==> src/rtl/anode_scan_driver.sv <==
// Four-digit active-low anode scanner with programmable dwell and circular skip of disabled digits.
// Optional all-off gap between digits when SCAN_BLANKING_EN is defined.
module anode_scan_driver #(
  parameter int unsigned REFRESH_DIV  = 100000,
  parameter int unsigned BLANK_CYCLES = 16
) (
  input  logic       clk,
  input  logic       rst_n,
  input  logic       enable,
  input  logic [3:0] digit_en,
  output logic [3:0] anode,
  output logic [1:0] digit_idx,
  output logic       frame_tick
);

  localparam int unsigned CW = $clog2(REFRESH_DIV);

  if (REFRESH_DIV < 2) begin : g_bad_div
    $error("anode_scan_driver: REFRESH_DIV must be >= 2");
  end
  if (BLANK_CYCLES < 1) begin : g_bad_blank
    $error("anode_scan_driver: BLANK_CYCLES must be >= 1");
  end

`ifdef SCAN_BLANKING_EN
  localparam int unsigned BW = (BLANK_CYCLES > 1) ? $clog2(BLANK_CYCLES) : 1;
  typedef enum logic [1:0] {ST_OFF, ST_SHOW, ST_BLANK} state_t;
`else
  typedef enum logic [1:0] {ST_OFF, ST_SHOW} state_t;
`endif

  state_t        state;
  logic [CW-1:0] cnt;
`ifdef SCAN_BLANKING_EN
  logic [BW-1:0] bcnt;
  logic          wrap_pend;
`endif

  // First enabled position found circularly after cur; cur itself if it is the only one.
  function automatic logic [1:0] next_idx(input logic [1:0] cur, input logic [3:0] en);
    logic [1:0] cand;
    next_idx = cur;
    for (int k = 4; k >= 1; k--) begin
      cand = cur + 2'(k);
      if (en[cand]) next_idx = cand;
    end
  endfunction

  function automatic logic [3:0] sel(input logic [1:0] i);
    return ~(4'b0001 << i);
  endfunction

  logic [1:0] nxt_idx_c;
  logic [1:0] first_idx_c;
  logic       wrap_c;
  logic       abort_c;

  assign nxt_idx_c   = next_idx(digit_idx, digit_en);
  assign first_idx_c = next_idx(2'd3, digit_en);
  assign wrap_c      = (nxt_idx_c <= digit_idx);
  assign abort_c     = !enable || (digit_en == 4'b0000);

  always_ff @(posedge clk) begin
    if (!rst_n) begin
      state      <= ST_OFF;
      anode      <= 4'b1111;
      digit_idx  <= 2'd0;
      frame_tick <= 1'b0;
      cnt        <= '0;
`ifdef SCAN_BLANKING_EN
      bcnt       <= '0;
      wrap_pend  <= 1'b0;
`endif
    end else begin
      frame_tick <= 1'b0;
      if (abort_c) begin
        state <= ST_OFF;
        anode <= 4'b1111;
        cnt   <= '0;
      end else begin
        case (state)
          ST_OFF: begin
            state     <= ST_SHOW;
            digit_idx <= first_idx_c;
            anode     <= sel(first_idx_c);
            cnt       <= '0;
          end
          ST_SHOW: begin
            if (!digit_en[digit_idx]) begin
              // Current digit withdrawn: move on immediately, no blanking gap.
              digit_idx  <= nxt_idx_c;
              anode      <= sel(nxt_idx_c);
              cnt        <= '0;
              frame_tick <= wrap_c;
            end else if (cnt == CW'(REFRESH_DIV - 1)) begin
              cnt       <= '0;
              digit_idx <= nxt_idx_c;
`ifdef SCAN_BLANKING_EN
              state     <= ST_BLANK;
              anode     <= 4'b1111;
              bcnt      <= '0;
              wrap_pend <= wrap_c;
`else
              anode      <= sel(nxt_idx_c);
              frame_tick <= wrap_c;
`endif
            end else begin
              cnt <= cnt + CW'(1);
            end
          end
`ifdef SCAN_BLANKING_EN
          ST_BLANK: begin
            // Frame tick is deferred until the wrapped digit actually lights.
            if (bcnt == BW'(BLANK_CYCLES - 1)) begin
              state      <= ST_SHOW;
              anode      <= sel(digit_idx);
              frame_tick <= wrap_pend;
              cnt        <= '0;
            end else begin
              bcnt <= bcnt + BW'(1);
            end
          end
`endif
          default: begin
            state <= ST_OFF;
            anode <= 4'b1111;
            cnt   <= '0;
          end
        endcase
      end
    end
  end

endmodule

==> config.mk <==
export PLATFORM = sky130hd
export DESIGN_NAME = anode_scan_driver
export DESIGN_NICKNAME = d
export VERILOG_FILES = /design/src/rtl/anode_scan_driver.sv
export SDC_FILE = /design/constraint.sdc
export NUM_CORES = 1
export LEC_CHECK = 0
export CAP_MARGIN = 20
export CELL_PAD_IN_SITES_DETAIL_PLACEMENT = 2
export CELL_PAD_IN_SITES_GLOBAL_PLACEMENT = 2
export CORE_ASPECT_RATIO = 1.25
export CORE_MARGIN = 1.5
export CORE_UTILIZATION = 36
export DETAILED_ROUTE_END_ITERATION = 7
export PLACE_DENSITY = 0.88
export SLEW_MARGIN = 20
export SYNTH_ARGS = -nofsm -noshare
export SYNTH_HDL_FRONTEND = slang
export SYNTH_SLANG_ARGS = --single-unit
export TNS_END_PERCENT = 10
==> constraint.sdc <==
create_clock -name clk -period 2.9 [get_ports clk]
set_clock_uncertainty 0.2 [all_clocks]
set_input_delay 0.87 -clock clk [delete_from_list [all_inputs] [get_ports clk]]
set_output_delay 0.87 -clock clk [all_outputs]
set_load 0.02 [all_outputs]
==> summary.md, run 1 <==
| Metric | Value |
|---|---|
| Status | `completed` |
| Post-layout min period | `2.751 ns` |
| Register bit total from synthesis | `25` |
| Total number of clock tree sinks | `25` |
| Average cell area after synthesis | `8.808 µm²` |
| Synthesized Nets | `160` |
| Cell with the biggest individual delay on the critical path | `sky130_fd_sc_hd__clkdlybuf4s50_1` |
| Unrepaired setup endpoints after global routing | `false` |
| Total Wirelength | `3485 µm` |
| Peak clock frequency supported by timing | `363.6 MHz` |
| Post-synthesis sequential area ratio | `0.3788` |
| Final core utilization | `0.4427` |
| Number of buffers inserted during clock tree synthesis | `3` |
| H-tree lvl count | `1` |
| Maximum number of pins on one net before global-route repair | `17` |
| Diodes inserted | `0` |
| Grt total ovfl | `0` |
| CTS Root Cell | `sky130_fd_sc_hd__clkbuf_8` |
| Number of failing setup endpoints in the final timing report | `0` |
| Antenna Violating Nets Remaining | `0` |
| I/O pin count | `14` |
| Total design power | `0.6735 mW` |
| Slew at the pin closest to its max-slew limit | `0.6416 ns` |
| Total iterations of the first detailed-routing run | `4` |
| Fraction of met3 tracks used by global routing | `0.01828` |
| Async SR Flop Fraction | `0` |
| Slew Limit Headroom | `0.5689` |
| Largest incremental delay on the critical path | `0.51 ns` |
| Cell area after synthesis | `1321 µm²` |
| Row Count | `24` |
| Total GRT Usage | `0.1870` |
| Critical Path Most Common Cell | `sky130_fd_sc_hd__o21ai_0` |
| Clock Tree Buf Depth | `2` |
| Kind of launch point of the worst setup path | `input pin` |
| DIE WIDTH | `57.19 µm` |
| Arr. time, crit path | `2.74 ns` |
| Setup slack after layout | `0.1495 ns` |
| Grt peak-use layer | `met2` |
| Met1 GRT Util | `0.2057` |
| Nets | `180` |
| Critical path cell sequence | `clkdlybuf4s50_1 > o21ai_0 > a21oi_1 > ha_1 > nor2b_1 > o21ai_0 > nand3_1 > a31oi_1` |
| Area delta synth->final | `17.71%` |
| Share of post-route cells with drive strength above 1 | `0.1243` |
| Synthesis warning total | `0` |
| Dominant delay contributor by cell family on the critical path | `compound AO/OA/AOI/OAI gates` |
| Number of antenna violations at the first check in global routing | `0` |
| Count of routing violations after the opening detailed-route iteration | `39` |
| P per Cell Area | `433.0 nW/µm²` |
| Fin. Hold Viols | `0` |
| Fillcell total | `396` |
| Wire length of the first global-routing pass | `5913 µm` |
| Final Slew Violations | `0` |
| Vias after detailed routing | `1,133` |
| Class of the most critical setup path | `in2reg` |
| Clk Latency, worst-skew pair | `0.26 ns` |
| Ys flop type | `sky130_fd_sc_hd__dfxtp_1` |
| Detailed placement HPWL | `2817 µm` |
| Most common library cell in the layout ignoring fill and taps | `sky130_fd_sc_hd__dfxtp_1` |
| Global placement routability congestion | `0.7833` |
| Worst hold path type | `reg2reg` |
| Static leakage power | `0.5799 nW` |
| Mean number of vias per cell | `5.447` |
| Height of the die | `70.74 µm` |
| Routed length per placed instance | `16.75 µm` |
| Worst-path clk slew | `0.09 ns` |
| Core box area | `3513 µm²` |
| Final Cycle Share | `0.9484` |
| Worst slack, placed | `-0.1122 ns` |
| Worst-case vdd ir drop | `0.3382 mV` |
| PortBufs | `13` |
| Die Area | `4045 µm²` |
| Quantity of gates resized following cts | `0` |
| Data required time at the worst endpoint | `2.89 ns` |
| Global routing met2 resource utilization | `0.3550` |
| Endpoint kind of the worst setup timing path | `flop` |
| Commonest cells after routing, fill and taps aside | `sky130_fd_sc_hd__dfxtp_1, sky130_fd_sc_hd__nor2_1, sky130_fd_sc_hd__clkdlybuf4s50_1` |
| CP max FO | `6` |
| EDFF count, synth | `0` |
| Number of standard cells after synthesis | `150` |
| Via count of the first global-routing pass | `1,229` |
| Clock tree from TritonCTS | `built` |
| Number of design rule violations left after detail routing | `0` |
| Max Cap Viol | `0` |
| Number of post-CTS setup repair buffers | `0` |
| Initial core utilization | `0.3761` |
| Cts-stage hold buffer count | `0` |
| Distinct cell type count of the synthesized netlist | `43` |
| Critical path buffer and inverter count | `1` |
==> power breakdown <==
group,internal [mW],total (mW),switching (mW)
logic,0.0524,0.109,0.0570
clock network,0.0981,0.205,0.107
registers,0.349,0.359,0.00993
==> final timing paths <==
| path | startpoint | end | slack (ns) | cells after the start |
|---|---|---|---|---|
| worst max-delay path | digit_en[2] | frame_tick | 0.15 | 8 |
| worst min-delay path | cnt[0] | cnt[0] | 0.28 | 1 |
| worst max register to register | digit_idx[0] | frame_tick | 0.65 | 8 |
| worst min register to register | cnt[0] | cnt[0] | 0.28 | 1 |
==> metrics by stage <==
step | setup TNS, ns | cell area, µm² | hold slack [ns] | instances
3_5_place_dp | -0.2050 | 1510 | 0.2599 | 204
5_1_grt | 0 | 1555 | 0.2994 | 208
2_1_floorplan | 0 | 1321 | 0.2296 | 150
6_report | 0 | 1555 | 0.2759 | 208
3_3_place_gp | 0 | 1510 | 0.2432 | 204
4_1_cts | 0 | 1555 | 0.2798 | 208
==> routing by layer <==
metal | up-vias | routed length [µm] | part of all wire
met5 | - | 0 | 0
met4 | 0 | 55 | 0.016
met3 | 4 | 54 | 0.015
met2 | 12 | 1938 | 0.56
met1 | 549 | 1437 | 0.41
li1 | 568 | - | -
==> kinds of logic after synthesis <==
| family | share of synthesized area |
|---|---|
| mux | 0.02273 |
| compound gates | 0.1212 |
| simple gates | 0.3116 |
| fa+ha+maj | 0.02841 |
| buf+inv | 0.03787 |
| flops | 0.3788 |
| xor+xnor | 0.09943 |
==> registers in the layout, summed over array words and instances (netlist names) <==
register / count
digit_idx: 2
state: 1
frame_tick: 1
anode: 4
cnt: 17
==> cells in the mapped netlist (3+ instances only) <==
cell type                   n  share of area
sky130_fd_sc_hd__dfxtp_1   25           0.38
sky130_fd_sc_hd__nor2_1    21          0.060
sky130_fd_sc_hd__nand3_1   12          0.045
sky130_fd_sc_hd__xor2_1    12          0.080
sky130_fd_sc_hd__nand2_1   11          0.031
sky130_fd_sc_hd__a21oi_1    6          0.023
sky130_fd_sc_hd__o21ai_0    5          0.019
sky130_fd_sc_hd__nand2b_1   4          0.019
sky130_fd_sc_hd__a311oi_1   3          0.020
sky130_fd_sc_hd__and3_1     3          0.014
sky130_fd_sc_hd__ha_1       3          0.028
sky130_fd_sc_hd__inv_1      3         0.0085
sky130_fd_sc_hd__mux2i_1    3          0.023
sky130_fd_sc_hd__nor3_1     3          0.011
sky130_fd_sc_hd__xnor2_1    3          0.020
==> layout make-up <==
cell class,count,area (µm²),area share
Multi-Input combinational cell,117,770.7,0.4956
Sequential cell,25,500.5,0.3218
Timing Repair Buffer,19,175.2,0.1126
Tap cell,39,48.80,0.03138
Clock buffer,4,45.04,0.02896
Inverter,4,15.01,0.009654
Note: power is estimated with default switching activity, not from simulation.
==> inputs of run 2 (changes only) <==
--- a/config.mk
+++ b/config.mk
@@ -9,7 +9,6 @@
 export CELL_PAD_IN_SITES_DETAIL_PLACEMENT = 2
 export CELL_PAD_IN_SITES_GLOBAL_PLACEMENT = 2
 export CORE_ASPECT_RATIO = 1.25
-export CORE_MARGIN = 1.5
 export CORE_UTILIZATION = 36
 export DETAILED_ROUTE_END_ITERATION = 7
 export PLACE_DENSITY = 0.88
==> summary.md, run 2 (same netlist as run 1, synthesis figures left out) <==
| Metric | Value |
|---|---|
| Status | `completed` |
| Worst-path clk slew | `0.09 ns` |
| Worst hold path type | `reg2reg` |
| Maximum number of pins on one net before global-route repair | `17` |
| Antenna Violating Nets Remaining | `0` |
| Height of the die | `69.74 µm` |
| Arr. time, crit path | `2.71 ns` |
| Kind of launch point of the worst setup path | `input pin` |
| Die Area | `3918 µm²` |
| Number of failing setup endpoints in the final timing report | `0` |
| Dominant delay contributor by cell family on the critical path | `compound AO/OA/AOI/OAI gates` |
| Minimum setup slack among reg-to-reg paths | `0.64 ns` |
| Number of post-CTS setup repair buffers | `0` |
| Static leakage power | `0.5799 nW` |
| R2R cell count | `8` |
| Global placement routability congestion | `0.7943` |
| Number of buffers inserted during clock tree synthesis | `3` |
| Worst-case vdd ir drop | `0.2573 mV` |
| Relative contribution of combinational cells to total power | `0.162` |
| Quantity of gates resized following cts | `0` |
| Final non-filler cell area | `1555 µm²` |
| Initial core utilization | `0.3793` |
| CTS Root Cell | `sky130_fd_sc_hd__clkbuf_8` |
| Total number of clock tree sinks | `25` |
| Number of flip-flops under the largest register name | `17` |
| Unrepaired setup endpoints after global routing | `false` |
| Layout Cells excl Fill | `208` |
| Total Wirelength | `3564 µm` |
| Via count of the first global-routing pass | `1,258` |
| Critical R2R Launch | `digit_idx[0]` |
| Power dissipated by switching net loads | `0.1758 mW` |
| H-tree lvl count | `1` |
| Most common library cell in the layout ignoring fill and taps | `sky130_fd_sc_hd__dfxtp_1` |
| Clk Latency, worst-skew pair | `0.27 ns` |
| Core box area | `3483 µm²` |
| Number of design rule violations left after detail routing | `0` |
| Clock tree from TritonCTS | `built` |
| Sequential Power Share | `0.532` |
| Final Cycle Share | `0.9361` |
| Internal | `0.5000 mW` |
| Worst r2r dst | `frame_tick` |
| Clock share of power | `0.306` |
| Number of stages on the worst hold path | `1` |
| Data required time at the worst endpoint | `2.90 ns` |
| Mean number of vias per cell | `5.558` |
| Row Count | `24` |
| Endpoint kind of the worst setup timing path | `flop` |
| Clock Tree Buf Depth | `2` |
| CP max FO | `4` |
| Routed length per placed instance | `17.13 µm` |
| Cell area reported after detailed placement | `1510 µm²` |
| Count of routing violations after the opening detailed-route iteration | `18` |
| Slew at the pin closest to its max-slew limit | `0.5958 ns` |
| Largest incremental delay on the critical path | `0.46 ns` |
| Critical path cell sequence | `clkdlybuf4s50_1 > nand2b_1 > o21ai_0 > a21oi_1 > ha_1 > nor2b_1 > o21ai_0 > nand3_1 > a31oi_1` |
| Total GRT Usage | `0.1948` |
| Detailed placement HPWL | `2815 µm` |
| Cts-stage hold buffer count | `0` |
| Final Slew Violations | `0` |
| DIE WIDTH | `56.19 µm` |
| Min-Delay Startpoint | `cnt[0]` |
| Vias after detailed routing | `1,156` |
| P per Cell Area | `434.5 nW/µm²` |
| Fillcell total | `392` |
| Grt total ovfl | `0` |
| Share of post-route cells with drive strength above 1 | `0.1243` |
| Final hold slack | `0.2805 ns` |
| Fin. Hold Viols | `0` |
| Critical Path Most Common Cell | `sky130_fd_sc_hd__o21ai_0` |
| Slew Limit Headroom | `0.5998` |
| Total iterations of the first detailed-routing run | `3` |
| Max Cap Viol | `0` |
| Commonest cells after routing, fill and taps aside | `sky130_fd_sc_hd__dfxtp_1, sky130_fd_sc_hd__nor2_1, sky130_fd_sc_hd__clkdlybuf4s50_1` |
| Area delta synth->final | `17.71%` |
| Wire length of the first global-routing pass | `5927 µm` |
| I/O pin count | `14` |
| Diodes inserted | `0` |
| Hold endpoint | `cnt[0]` |
| Peak clock frequency supported by timing | `368.4 MHz` |
| Net switching fraction of the power | `0.2601` |
| Largest registers ranked by flip-flop count | `cnt x17, anode x4, digit_idx x2` |
| Class of the most critical setup path | `in2reg` |
| Inst Count DP | `204` |
| Register ranked first by flip-flop count | `cnt` |
| Number of antenna violations at the first check in global routing | `0` |
| Cell with the biggest individual delay on the critical path | `sky130_fd_sc_hd__clkdlybuf4s50_1` |
| PortBufs | `13` |
| Critical path buffer and inverter count | `1` |
| Post-layout min period | `2.715 ns` |
| Final core utilization | `0.4465` |
| Nets | `180` |
run 2: cell counts in the layout (fill, tap and decap cells not counted):
Identical to the previous run, type by type.
run 2: worst register-to-register path, cell delays in order, from the launching register on:
cell	delay (ns)
sky130_fd_sc_hd__dfxtp_1	0.54
sky130_fd_sc_hd__nand2b_1	0.24
sky130_fd_sc_hd__o21ai_0	0.15
sky130_fd_sc_hd__a21oi_1	0.24
sky130_fd_sc_hd__ha_1	0.29
sky130_fd_sc_hd__nor2b_1	0.14
sky130_fd_sc_hd__o21ai_0	0.14
sky130_fd_sc_hd__nand3_1	0.10
sky130_fd_sc_hd__a31oi_1	0.16
run 2: through the flow:
step,total power [mW],TNS [ns],setup WS (ns)
floorplan,0.4288,0,0.5858
detailed placement,0.4769,-0.1025,-0.1025
global route,0.7096,0,0.08243
global placement,0.4696,0,0.06347
finish,0.6757,0,0.1853
CTS,0.6842,0,0.1797
run 2: power groups by stage:
| stage | clock [mW] | combinational (mW) | sequential (mW) |
|---|---|---|---|
| after detailed placement | 0 | 0.109 | 0.368 |
| after CTS | 0.214 | 0.111 | 0.360 |
| after global placement | 0 | 0.103 | 0.367 |
| final | 0.207 | 0.110 | 0.360 |
| after floorplan | 0 | 0.0604 | 0.368 |
| after global routing | 0.229 | 0.119 | 0.361 |
run 2: worst max path at each step:
stage | startpoint | endpoint | slack (ns) | cells after the start
after global placement | digit_en[1] | frame_tick | 0.06 | 9
after global routing | digit_en[1] | frame_tick | 0.08 | 9
after CTS | digit_en[1] | frame_tick | 0.18 | 9
final | digit_en[1] | frame_tick | 0.19 | 9
after detailed placement | digit_en[1] | frame_tick | -0.10 | 9
after floorplan | digit_en[1] | frame_tick | 0.59 | 8
run 2: area by class of cell:
type / count / area, µm² / area share
clock buffer: 4 / 45.04 / 0.02896
inverter: 4 / 15.01 / 0.009654
multi-input combinational: 117 / 770.7 / 0.4956
sequential: 25 / 500.5 / 0.3218
tap: 39 / 48.80 / 0.03138
timing repair buffer: 19 / 175.2 / 0.1126
run 2: routing by layer:
layer	vias up	GRT usage	wire length (µm)
met5	-	0	0
met4	0	0.07859	74
met3	6	0.02425	62
met2	16	0.3862	2061
met1	569	0.1986	1365
li1	565	-	-
==> inputs of run 3 (changes only) <==
--- a/config.mk
+++ b/config.mk
@@ -6,12 +6,14 @@
 export NUM_CORES = 1
 export LEC_CHECK = 0
 export CAP_MARGIN = 20
-export CELL_PAD_IN_SITES_DETAIL_PLACEMENT = 2
+export CELL_PAD_IN_SITES_DETAIL_PLACEMENT = 0
 export CELL_PAD_IN_SITES_GLOBAL_PLACEMENT = 2
 export CORE_ASPECT_RATIO = 1.25
-export CORE_UTILIZATION = 36
+export CORE_UTILIZATION = 40
+export CTS_CLUSTER_SIZE = 20
 export DETAILED_ROUTE_END_ITERATION = 7
-export PLACE_DENSITY = 0.88
+export DONT_BUFFER_PORTS = 1
+export PLACE_DENSITY = 0.87
 export SLEW_MARGIN = 20
 export SYNTH_ARGS = -nofsm -noshare
 export SYNTH_HDL_FRONTEND = slang
==> summary.md, run 3 (same netlist as run 1, synthesis figures left out) <==
| Metric | Value |
|---|---|
| Status | `completed` |
| Setup slack after layout | `0.4509 ns` |
| Cts-stage hold buffer count | `0` |
| Kind of launch point of the worst setup path | `flop` |
| Number of buffers inserted during clock tree synthesis | `3` |
| Grt total ovfl | `0` |
| Cell area reported after detailed placement | `1339 µm²` |
| Via count of the first global-routing pass | `1,004` |
| Data required time at the worst endpoint | `2.94 ns` |
| CP max FO | `9` |
| Clk Latency, worst-skew pair | `0.31 ns` |
| Clock Tree Buf Depth | `2` |
| Unrepaired setup endpoints after global routing | `false` |
| Register ranked first by flip-flop count | `cnt` |
| Worst Setup EP | `frame_tick` |
| Nets | `162` |
| Worst-path clk slew | `0.13 ns` |
| Number of design rule violations left after detail routing | `0` |
| Final non-filler cell area | `1365 µm²` |
| CTS Root Cell | `sky130_fd_sc_hd__clkbuf_4` |
| Global placement routability congestion | `0.9036` |
| Total GRT Usage | `0.1681` |
| Area delta synth->final | `3.314%` |
| Sequential Power Share | `0.621` |
| Largest registers ranked by flip-flop count | `cnt x17, anode x4, digit_idx x2` |
| Max Cap Viol | `0` |
| Total Wirelength | `2622 µm` |
| Count of routing violations after the opening detailed-route iteration | `31` |
| Final Slew Violations | `0` |
| Worst slack, placed | `0.3520 ns` |
| Quantity of gates resized following cts | `0` |
| Endpoint kind of the worst setup timing path | `flop` |
| Number of antenna violations at the first check in global routing | `0` |
| Relative contribution of combinational cells to total power | `0.119` |
| Routed length per placed instance | `14.02 µm` |
| Number of failing setup endpoints in the final timing report | `0` |
| Row Count | `22` |
| PortBufs | `0` |
| Peak clock frequency supported by timing | `408.3 MHz` |
| CP startpoint | `digit_idx[0]` |
| Post-layout min period | `2.449 ns` |
| DIE WIDTH | `53.41 µm` |
| Worst r2r dst | `frame_tick` |
| Static leakage power | `0.4973 nW` |
| Final Cycle Share | `0.8445` |
| R2R cell count | `8` |
| Number of post-CTS setup repair buffers | `0` |
| I/O pin count | `14` |
| Internal | `0.4329 mW` |
| Power dissipated by switching net loads | `0.1531 mW` |
| Net switching fraction of the power | `0.2612` |
| Die Area | `3538 µm²` |
| Worst hold path type | `reg2reg` |
| Antenna Violating Nets Remaining | `0` |
| Detailed placement HPWL | `1970 µm` |
| Class of the most critical setup path | `reg2reg` |
| Number of flip-flops under the largest register name | `17` |
| Clock tree from TritonCTS | `built` |
| Total iterations of the first detailed-routing run | `4` |
| Core box area | `3028 µm²` |
| P per Cell Area | `429.3 nW/µm²` |
| Height of the die | `66.26 µm` |
| Maximum number of pins on one net before global-route repair | `17` |
| Wire length of the first global-routing pass | `4416 µm` |
| Commonest cells after routing, fill and taps aside | `sky130_fd_sc_hd__dfxtp_1, sky130_fd_sc_hd__nor2_1, sky130_fd_sc_hd__nand3_1, sky130_fd_sc_hd__xor2_1, sky130_fd_sc_hd__nand2_1` |
| Diodes inserted | `0` |
| Slew Limit Headroom | `0.6175` |
| Share of post-route cells with drive strength above 1 | `0.1060` |
| Clock share of power | `0.260` |
| Initial core utilization | `0.4364` |
| Worst-case vdd ir drop | `0.2297 mV` |
| Vias after detailed routing | `1,048` |
| Total number of clock tree sinks | `25` |
| H-tree lvl count | `1` |
| Arr. time, crit path | `2.49 ns` |
| Mean number of vias per cell | `5.604` |
| Critical R2R Launch | `digit_idx[0]` |
| Minimum setup slack among reg-to-reg paths | `0.45 ns` |
| Setup TNS | `0 ns` |
| Slew at the pin closest to its max-slew limit | `0.5694 ns` |
| Fin. Hold Viols | `0` |
| Most common library cell in the layout ignoring fill and taps | `sky130_fd_sc_hd__dfxtp_1` |
## run 3: layer usage
layer	global-route usage	share of wire
met1	0.1903	0.43
met2	0.2922	0.51
met4	0.07895	0.018
met5	0	0
met3	0.03218	0.032
## run 3: metrics by stage
step	hold slack [ns]	utilization	total power [mW]	cells
6_report	0.2789	0.4508	0.5860	187
5_1_grt	0.3069	0.4508	0.6157	187
4_1_cts	0.2861	0.4508	0.5930	187
3_5_place_dp	0.2553	0.4421	0.4408	183
3_3_place_gp	0.2460	0.4421	0.4398	183
2_1_floorplan	0.2296	-	0.4288	150
## run 3: power by group through the flow
stage / sequential [mW] / combinational (mW) / clock (mW)
5_1_grt: 0.365 / 0.0790 / 0.172
4_1_cts: 0.364 / 0.0700 / 0.159
3_5_place_dp: 0.371 / 0.0695 / 0
3_3_place_gp: 0.372 / 0.0682 / 0
6_report: 0.364 / 0.0698 / 0.152
2_1_floorplan: 0.368 / 0.0604 / 0
## run 3: worst min-delay path by stage
stage,start,to,slack [ns],depth (start not counted)
2_1_floorplan,cnt[0],cnt[0],0.23,1
3_3_place_gp,cnt[0],cnt[0],0.25,1
3_5_place_dp,cnt[0],cnt[0],0.26,1
4_1_cts,cnt[0],cnt[0],0.29,1
5_1_grt,cnt[0],cnt[0],0.31,1
6_report,cnt[0],cnt[0],0.28,1
## run 3: critical path: stages (launching register included)
cell	delay, ns
sky130_fd_sc_hd__dfxtp_1	0.66
sky130_fd_sc_hd__nand2b_1	0.23
sky130_fd_sc_hd__o21ai_0	0.14
sky130_fd_sc_hd__a21oi_1	0.35
sky130_fd_sc_hd__ha_1	0.31
sky130_fd_sc_hd__nor2b_1	0.13
sky130_fd_sc_hd__o21ai_0	0.13
sky130_fd_sc_hd__nand3_1	0.09
sky130_fd_sc_hd__a31oi_1	0.16
## run 3: layout make-up
| cell class | count | area [µm²] |
|---|---|---|
| Clock buffer | 4 | 26.28 |
| Fill cell | 315 | 1663 |
| Inverter | 4 | 15.01 |
| Multi-Input combinational cell | 117 | 770.7 |
| Sequential cell | 25 | 500.5 |
| Tap cell | 36 | 45.04 |
| Timing Repair Buffer | 1 | 7.507 |
